File: config.mk
export PLATFORM = sky130hd
export DESIGN_NAME = box_raster_engine
export DESIGN_NICKNAME = d
export VERILOG_FILES = /design/src/rtl/box_raster_engine.sv
export SDC_FILE = /design/constraint.sdc
export NUM_CORES = 1
export LEC_CHECK = 0
export ABC_AREA = 1
export BUFFER_PORTS_ARGS = -buffer_cell sky130_fd_sc_hd__buf_2
export CAP_MARGIN = 15
export CORE_ASPECT_RATIO = 1.4
export CORE_MARGIN = 2
export CORE_UTILIZATION = 45
export CTS_CLUSTER_DIAMETER = 30
export DETAILED_ROUTE_END_ITERATION = 10
export SLEW_MARGIN = 15
export SYNTH_ARGS = -nofsm -noshare
export SYNTH_HDL_FRONTEND = slang
export SYNTH_SLANG_ARGS = --single-unit
File: constraint.sdc
create_clock -name clock -period 2.5 [get_ports clock]
set_input_delay 0.75 -clock clock [delete_from_list [all_inputs] [get_ports clock]]
set_output_delay 0.75 -clock clock [all_outputs]
set_load 0.1 [all_outputs]
File: src/rtl/box_raster_engine.sv
// Box rasteriser: accepts box requests over valid/ready and streams clipped pixels,
// filled or outlined, to the VGA plotter one per cycle with plot_ready back-pressure.
module box_raster_engine #(
  parameter int COORD_W       = 9,
  parameter int VGA_X_W       = 8,
  parameter int VGA_Y_W       = 7,
  parameter int COLOR_W       = 3,
  parameter int SCREEN_WIDTH  = 160,
  parameter int SCREEN_HEIGHT = 120
) (
  input  logic               clock,
  input  logic               reset_n,
  input  logic               s_valid,
  output logic               s_ready,
  input  logic [COORD_W-1:0] in_box_x,
  input  logic [COORD_W-1:0] in_box_y,
  input  logic [COORD_W-1:0] in_box_w,
  input  logic [COORD_W-1:0] in_box_h,
  input  logic [COLOR_W-1:0] in_box_color,
  input  logic               in_mode,
  input  logic               plot_ready,
  output logic               plot,
  output logic [VGA_X_W-1:0] vga_x,
  output logic [VGA_Y_W-1:0] vga_y,
  output logic [COLOR_W-1:0] colour,
  output logic               busy,
  output logic               done
);

  localparam int CW = COORD_W + 1;
  localparam logic [COORD_W:0] SCR_W = CW'(SCREEN_WIDTH);
  localparam logic [COORD_W:0] SCR_H = CW'(SCREEN_HEIGHT);
  localparam logic [COORD_W:0] ONE   = CW'(1);
  localparam logic [COORD_W:0] TWO   = CW'(2);

  typedef enum logic [1:0] {IDLE, DRAW, DONE} state_t;

  state_t           state;
  logic [COORD_W:0] bx, by, x_right, y_bot, xl, yl, cx, cy;
  logic             outline_en;

  logic [COORD_W:0] req_x, req_y, req_w, req_h, req_x_end, req_y_end, req_xl, req_yl;
  logic             req_drop;

  // All request arithmetic is one bit wider than the fields so x+w cannot wrap.
  always_comb begin
    req_x     = {1'b0, in_box_x};
    req_y     = {1'b0, in_box_y};
    req_w     = {1'b0, in_box_w};
    req_h     = {1'b0, in_box_h};
    req_x_end = req_x + req_w;
    req_y_end = req_y + req_h;
    req_xl    = ((req_x_end > SCR_W) ? SCR_W : req_x_end) - ONE;
    req_yl    = ((req_y_end > SCR_H) ? SCR_H : req_y_end) - ONE;
    req_drop  = (req_w == '0) || (req_h == '0) || (req_x >= SCR_W) || (req_y >= SCR_H);
  end

  logic             interior, skip_right, row_end, last_pix;
  logic [COORD_W:0] nx, ny;

  // Next raster position; interior outline rows jump from the left edge straight to the
  // unclipped right edge, or to the next row when that edge is off screen.
  always_comb begin
    interior   = outline_en && (cy != by) && (cy != y_bot);
    skip_right = interior && (cx == bx);
    row_end    = (cx == xl) || (skip_right && (x_right > xl));
    last_pix   = row_end && (cy == yl);
    nx         = cx + ONE;
    ny         = cy;
    if (row_end) begin
      nx = bx;
      ny = cy + ONE;
    end else if (skip_right) begin
      nx = x_right;
    end
  end

  always_ff @(posedge clock or negedge reset_n) begin
    if (!reset_n) begin
      state      <= IDLE;
      s_ready    <= 1'b1;
      busy       <= 1'b0;
      done       <= 1'b0;
      plot       <= 1'b0;
      vga_x      <= '0;
      vga_y      <= '0;
      colour     <= '0;
      bx         <= '0;
      by         <= '0;
      x_right    <= '0;
      y_bot      <= '0;
      xl         <= '0;
      yl         <= '0;
      cx         <= '0;
      cy         <= '0;
      outline_en <= 1'b0;
    end else begin
      case (state)
        IDLE: begin
          if (s_valid && s_ready) begin
            s_ready    <= 1'b0;
            busy       <= 1'b1;
            bx         <= req_x;
            by         <= req_y;
            x_right    <= req_x_end - ONE;
            y_bot      <= req_y_end - ONE;
            xl         <= req_xl;
            yl         <= req_yl;
            outline_en <= in_mode && (req_w > TWO) && (req_h > TWO);
            cx         <= req_x;
            cy         <= req_y;
            if (req_drop) begin
              state <= DONE;
              done  <= 1'b1;
            end else begin
              state  <= DRAW;
              plot   <= 1'b1;
              vga_x  <= req_x[VGA_X_W-1:0];
              vga_y  <= req_y[VGA_Y_W-1:0];
              colour <= in_box_color;
            end
          end
        end
        DRAW: begin
          if (plot && plot_ready) begin
            if (last_pix) begin
              plot  <= 1'b0;
              state <= DONE;
              done  <= 1'b1;
            end else begin
              cx    <= nx;
              cy    <= ny;
              vga_x <= nx[VGA_X_W-1:0];
              vga_y <= ny[VGA_Y_W-1:0];
            end
          end
        end
        DONE: begin
          state   <= IDLE;
          done    <= 1'b0;
          busy    <= 1'b0;
          s_ready <= 1'b1;
        end
        default: begin
          state   <= IDLE;
          done    <= 1'b0;
          busy    <= 1'b0;
          plot    <= 1'b0;
          s_ready <= 1'b1;
        end
      endcase
    end
  end

endmodule

==> impl_metrics.toml, run 1 <==
[floorplanning]
dieHeight_um = 157
die_x_um = 113
rows = 55
num_io_pins = 66
dieArea_mm2 = 0.0177
core-area_mm2 = 0.0162
initial_core_util_pct = 46.1

[layout]
drive_gt1_share_pct = 27.0
area_growth_syn_to_layout_pct = 31.9
insertedDiodeCount = 0
nets = 1386
fin_area_mm2 = 0.00988

[power_and_ir_drop]
power_density_mw_per_mm2 = 536
p_clk_share_pct = 26.7
switching_power_uw = 1950
seq_power_share_pct = 35.1
swShare_pct = 36.9
leakage_uw = 0.00529
p_comb_share_pct = 38.2
p_int_uw = 3340
peakVddDrop_mv = 0.321
p_total_uw = 5290

[worst_setup_path]
cp_data_required_time_ns = 2.74
cp-start-kind = "primary input"
cp-end-kind = "register"
setup.worst_path.class = "primary input to register"
critPathArrivalTime_ns = 2.88
worst-path-max-fanout = 3

[place]
place_area_mm2 = 0.00915
port_buffers = 65
post-place-ws_ns = -0.615
routabilityCongestion = 0.940
post-dp-hpwl_mm = 16.6

[detailed_routing]
vias = 7533
wl_per_cell_um = 13.7
drcViolationCount = 5
routed_wl_mm = 20.7
first_pass_iters = 10
antenna_left = 0
dr.first_iter.drc_count = 376
viasPerCell = 5.00

[timing]
relSlewSlack_pct = 67.9
rsz0062_at_grt = "true"
hold_violations = 0
clock_skew_ns = 0.0102
timing.final.crit_share_pct = 106
slew_viol_final = 0
whs_ns = 0.363
tns_ns = -0.290
layout_setup_ws_ns = -0.139
fin_crit_ns = 2.64
clock.fmax_mhz = 379
finalSetupViolations = 3
tightest_slew_ns = 0.477

[yosys]
postSynthCellCount = 1108
synth_fp_nets = 1190
seq_area_frac_synth_pct = 34.4
synth_top_area_share_pct = 34.1
ys_types = 53
synth_area_leaders = "dfrtp_1 (34%), nand2_1 (21%), inv_1 (6.6%)"
async_flop_share_pct = 100
synth_area_mm2 = 0.00749
yosysTopAreaCell = "dfrtp_1"
synth_edf_count = 0
syn_area_per_cell_um2 = 6.76
synthFlopType = "dfrtp_1"
ys_ff_latch = 103
ys_warn_count = 0

[cts]
path_clk_slew_ns = 0.07
clock_latency_ns = 0.35
cts-htree-levels = 3
clock_sinks = 103
numCtsBuffers = 9
cts_tree = "yes"
root_buffer = "clkbuf_16"
hold_buffers = 0
cts_buffer_depth = 2

[grt]
grt_max_degree = 50
antenna_found_initial = 0
grt_pass1_wl_mm = 34.2
gr-total-overflow = 0
first_global_vias = 7199
gr-usage-all-layers_pct = 24.1

[min_path]
worstHoldPathType = "primary input to asynchronous set/reset pin"

[status]
failed_checks = "design-rule violations, negative setup slack"
run_status = "finished, violations left"

[run]
max_cap_viol_count = 0
cells by family after synthesis:
kind of cell	count (synthesis)	synth area share, %
AOI/OAI and AO/OA	122	9.13
buffers and inverters	172	9.62
adders and majority gates	38	6.55
and+or+nand+nor	637	35.9
muxes	3	0.451
xor gates and xnor gates	33	3.96
DFF	103	34.4
critical path, stage by stage:
cell	delay [ns]
buf_8	0.10
ha_4	0.15
fa_2	0.53
inv_2	0.05
ha_4	0.15
nand2_2	0.06
nand3_2	0.06
nor2_2	0.10
nand3_2	0.09
nand2_2	0.09
nor2_4	0.04
nand2_2	0.07
ha_4	0.14
inv_2	0.04
nor3_2	0.15
nand3_1	0.08
nand2_1	0.06
nand2_1	0.05
nand2_1	0.05
nand2_1	0.04
synthesized netlist by cell type (6+ instances only):
| library cell | number |
|---|---|
| xor2_1 | 24 |
| inv_1 | 132 |
| nand4_1 | 18 |
| xnor2_1 | 8 |
| nand3_1 | 78 |
| dfrtp_1 | 102 |
| ha_1 | 36 |
| nand2_1 | 411 |
| nor3_1 | 14 |
| nor2_1 | 87 |
| o21ai_2 | 6 |
| nor4_1 | 7 |
| clkbuf_1 | 15 |
| o21ai_0 | 65 |
| a21oi_1 | 27 |
| inv_2 | 6 |
power groups by stage:
stage | sequential (µW) | clock (µW) | combinational, µW
2_1_floorplan | 2200 | 0 | 870
3_3_place_gp | 1880 | 0 | 1860
3_5_place_dp | 1880 | 0 | 1880
4_1_cts | 1860 | 1450 | 1910
5_1_grt | 1870 | 1510 | 2220
6_report | 1860 | 1410 | 2020
per-stage QoR:
step                      util (%)  cells
after floorplan                  -   1108
after global placement        56.3   1480
after detailed placement      56.3   1480
after CTS                     58.7   1498
after global routing          60.8   1508
final                         60.8   1508
worst paths after layout:
kind | cells past startpoint | start | slack [ns] | end
max in group asynchronous | 2 | reset_n | 1.48 | s_ready
max | 20 | in_box_h[0] | -0.14 | yl[6]
min | 1 | reset_n | 0.36 | cx[3]
min reg2reg | 2 | vga_y[5] | 0.46 | vga_y[5]
max reg2reg | 16 | xl[9] | 0.22 | cy[0]
min in group clock | 2 | vga_y[5] | 0.46 | vga_y[5]
final cells by class:
cell class / instances / area (µm²)
fill: 1576 / 6360
multi-input combinational: 833 / 4640
sequential: 103 / 2580
timing repair buffer: 217 / 1590
inverter: 140 / 533
tap: 199 / 249
clock buffer: 10 / 239
clock inverter: 6 / 58.8
registers in the layout, indices dropped and copies added (netlist names):
register    flops
state           2
busy            1
outline_en      1
plot            1
by              9
xl             10
yl             10
cy             10
vga_y           7
cx             10
done            1
x_right        10
s_ready         1
vga_x           8
y_bot          10
colour          3
bx              9
metal layers:
metal | vias up | part of all wire (%) | GRT usage [%]
li1 | 3920 | - | -
met3 | 26 | 3.0 | 2.59
met2 | 126 | 49 | 42.1
met1 | 3461 | 46 | 31.6
met5 | - | 0 | 0
met4 | 0 | 1.8 | 6.85
cell usage in the layout, fill, tap and decap left out, drive strengths merged:
| cell type | netlist | final |
|---|---|---|
| bufinv | 0 | 1 |
| nand2 | 415 | 415 |
| nor3 | 15 | 15 |
| a21oi | 27 | 27 |
| xor2 | 24 | 24 |
| dfrtp | 102 | 102 |
| a32o | 1 | 1 |
| inv | 139 | 140 |
| clkbuf | 17 | 10 |
| buf | 15 | 217 |
| nor2 | 90 | 90 |
| nand4 | 19 | 19 |
| o2111ai | 1 | 1 |
| a31oi | 5 | 5 |
| nand3b | 3 | 3 |
| dfstp | 1 | 1 |
| clkinv | 1 | 5 |
| nand3 | 80 | 80 |
| o311ai | 1 | 1 |
| o21bai | 2 | 2 |
| and2 | 1 | 1 |
| mux2 | 3 | 3 |
| xnor2 | 9 | 9 |
| o22a | 1 | 1 |
| or2 | 5 | 5 |
| nor4 | 7 | 7 |
| o22ai | 2 | 2 |
| o21ai | 74 | 74 |
| a41oi | 1 | 1 |
| o21a | 3 | 3 |
| fa | 2 | 2 |
| ha | 36 | 36 |
| o211ai | 4 | 4 |
| nor3b | 2 | 2 |
timing repair:
item,CTS,global route
resized for setup,20,67
endpoints found under the setup margin,15,44
pin swaps,26,26
setup buffers,2,10
(Power assumes the default switching activity.)
==> run 2: changes to the inputs <==
- HOLD_SLACK_MARGIN: not set -> 0.02
- PLACE_DENSITY: not set -> 0.65
- SETUP_SLACK_MARGIN: not set -> 0.15
- clock period: 2.5 -> 2.1 ns (I/O delays scaled with it)
==> run 2 against run 1 <==
Net effect: the run still ends with design-rule violations, negative setup slack left; die area stayed put; utilization up 10 points; count of clock-buffer cells in the layout grew 2; register-to-register slack worse by 0.26 ns; design area up 16%.
==> impl_metrics.toml, run 2 (synthesis gave the netlist of run 1 again) <==
[status]
run_status = "finished, violations left"
failed_checks = "design-rule violations, negative setup slack"

[worst_setup_path]
critPathArrivalTime_ns = 2.92
crit_path_top_delay_cell = "fa_2"
worst-path-max-fanout = 3
setup.worst_path.class = "primary input to register"
crit_top_cell = "nand2_1"
cp_data_required_time_ns = 2.35
critPathBufInv = 3
critPathMaxStageDelay_ns = 0.54
cp-end-kind = "register"
cp-start-kind = "primary input"
crit_family = "simple AND/OR/NAND/NOR gates"
cp_cell_sequence = "buf_8 -> ha_4 -> fa_2 -> inv_2 -> ha_4 -> nand2_2 -> nand3_2 -> nor2_2 -> nand3_2 -> nand2_2 -> nor2_4 -> nand2_2 -> ha_4 -> inv_2 -> nor3_2 -> nand3_1 -> nand2_1 -> nand2_1 -> nand2_1 -> nand2_1"

[grt]
first_global_vias = 8132
gr-usage-all-layers_pct = 27.0
antenna_found_initial = 0
grt_pass1_wl_mm = 38.4
gr-total-overflow = 0
grt_max_degree = 66

[cts]
cts-htree-levels = 3
clock_sinks = 103
cts_buffer_depth = 2
path_clk_slew_ns = 0.07
numCtsBuffers = 9
hold_buffers = 0
clock_latency_ns = 0.35
root_buffer = "clkbuf_16"
cts_tree = "yes"

[floorplanning]
dieHeight_um = 157
initial_core_util_pct = 46.1
num_io_pins = 66
rows = 55
die_x_um = 113
dieArea_mm2 = 0.0177
core-area_mm2 = 0.0162

[layout]
area_growth_syn_to_layout_pct = 53.5
drive_gt1_share_pct = 38.8
fin_area_mm2 = 0.0115
final_cell_mix = "nand2_1 (350), buf_4 (195), inv_1 (111), dfrtp_1 (98), nor2_1 (69)"
final_common_cell = "nand2_1"
nets = 1480
fillers = 1313
insertedDiodeCount = 0

[detailed_routing]
dr.first_iter.drc_count = 472
vias = 8246
first_pass_iters = 10
drcViolationCount = 3
wl_per_cell_um = 15.0
routed_wl_mm = 24.0
viasPerCell = 5.15
antenna_left = 0

[power_and_ir_drop]
leakage_uw = 0.00597
power_density_mw_per_mm2 = 596
peakVddDrop_mv = 0.441
p_total_uw = 6860

[timing]
whs_ns = 0.219
hold_violations = 0
clock.fmax_mhz = 374
rsz0062_at_grt = "true"
relSlewSlack_pct = 67.7
timing.final.crit_share_pct = 127
slew_viol_final = 0
finalSetupViolations = 57
clock_skew_ns = 0.0106
layout_setup_ws_ns = -0.572
fin_crit_ns = 2.67
tightest_slew_ns = 0.488

[place]
routabilityCongestion = 0.899
port_buffers = 65
post-dp-hpwl_mm = 16.9
place_area_mm2 = 0.00968

[min_path]
worstHoldPathType = "primary input to asynchronous set/reset pin"

[run]
max_cap_viol_count = 0
==> run 2: changes by cell type in the layout (fill, tap and decap cells not counted), moves of 10 or more <==
cell     change
nand3_1     -14
nand2_4     +10
nand2_2     +24
o21ai_0     -18
nand2_1     -37
buf_6       +39
buf_4       +50
o21ai_1     +12
inv_1       -13
==> run 2: final cells by class <==
cell class                      instances  area [µm²]  share of cell area (%)
Multi-Input combinational cell        833        5250                    45.6
Sequential cell                       103        2590                    22.5
Timing Repair Buffer                  308        2500                    21.8
Inverter                              140         551                    4.79
Clock buffer                           12         256                    2.23
Tap cell                              199         249                    2.16
Clock inverter                          4        53.8                   0.468
Timing Repair inverter                  3        51.3                   0.446
==> run 2: path summary, 6_finish.rpt <==
kind	startpoint	endpoint	slack, ns	cells after the start
max in group asynchronous	reset_n	s_ready	1.26	2
min in group clock	vga_y[2]	vga_y[2]	0.47	2
hold / removal	reset_n	xl[0]	0.22	1
hold reg to reg	vga_y[2]	vga_y[2]	0.47	2
setup reg to reg	xl[9]	cx[1]	-0.04	15
setup / recovery	in_box_h[0]	yl[6]	-0.57	20
==> run 2: where the power goes <==
part           switching [µW]  internal, µW  total (µW)
Combinational            1710          1190        2900
Clock                     757           993        1750
Sequential                115          2100        2210
Total                    2580          4280        6860
==> run 2: metal layers <==
metal | global-route usage (%) | vias up | share of wire [%]
met5 | 0 | - | 0
met1 | 33.0 | 3875 | 42
met4 | 12.4 | 0 | 4.1
met2 | 48.1 | 188 | 51
li1 | - | 4115 | -
met3 | 2.40 | 68 | 2.9
==> run 2: what timing repair did <==
action | CTS | global route
gates cloned | 4 | 0
setup buffers | 23 | 22
gates resized for setup | 187 | 83
setup endpoints to repair | 78 | 78
pin swaps | 84 | 46
==> run 2: through the flow <==
stage               instances  util, %  setup WS (ns)  setup TNS [ns]
finish                   1602     70.8         -0.572           -7.84
global route             1602     70.8         -0.650          -15.18
CTS                      1580     67.7         -0.407           -4.53
detailed placement       1538     59.6         -0.869          -29.42
global placement         1538     59.6         -0.836          -26.51
floorplan                1108        -         -0.671           -8.50
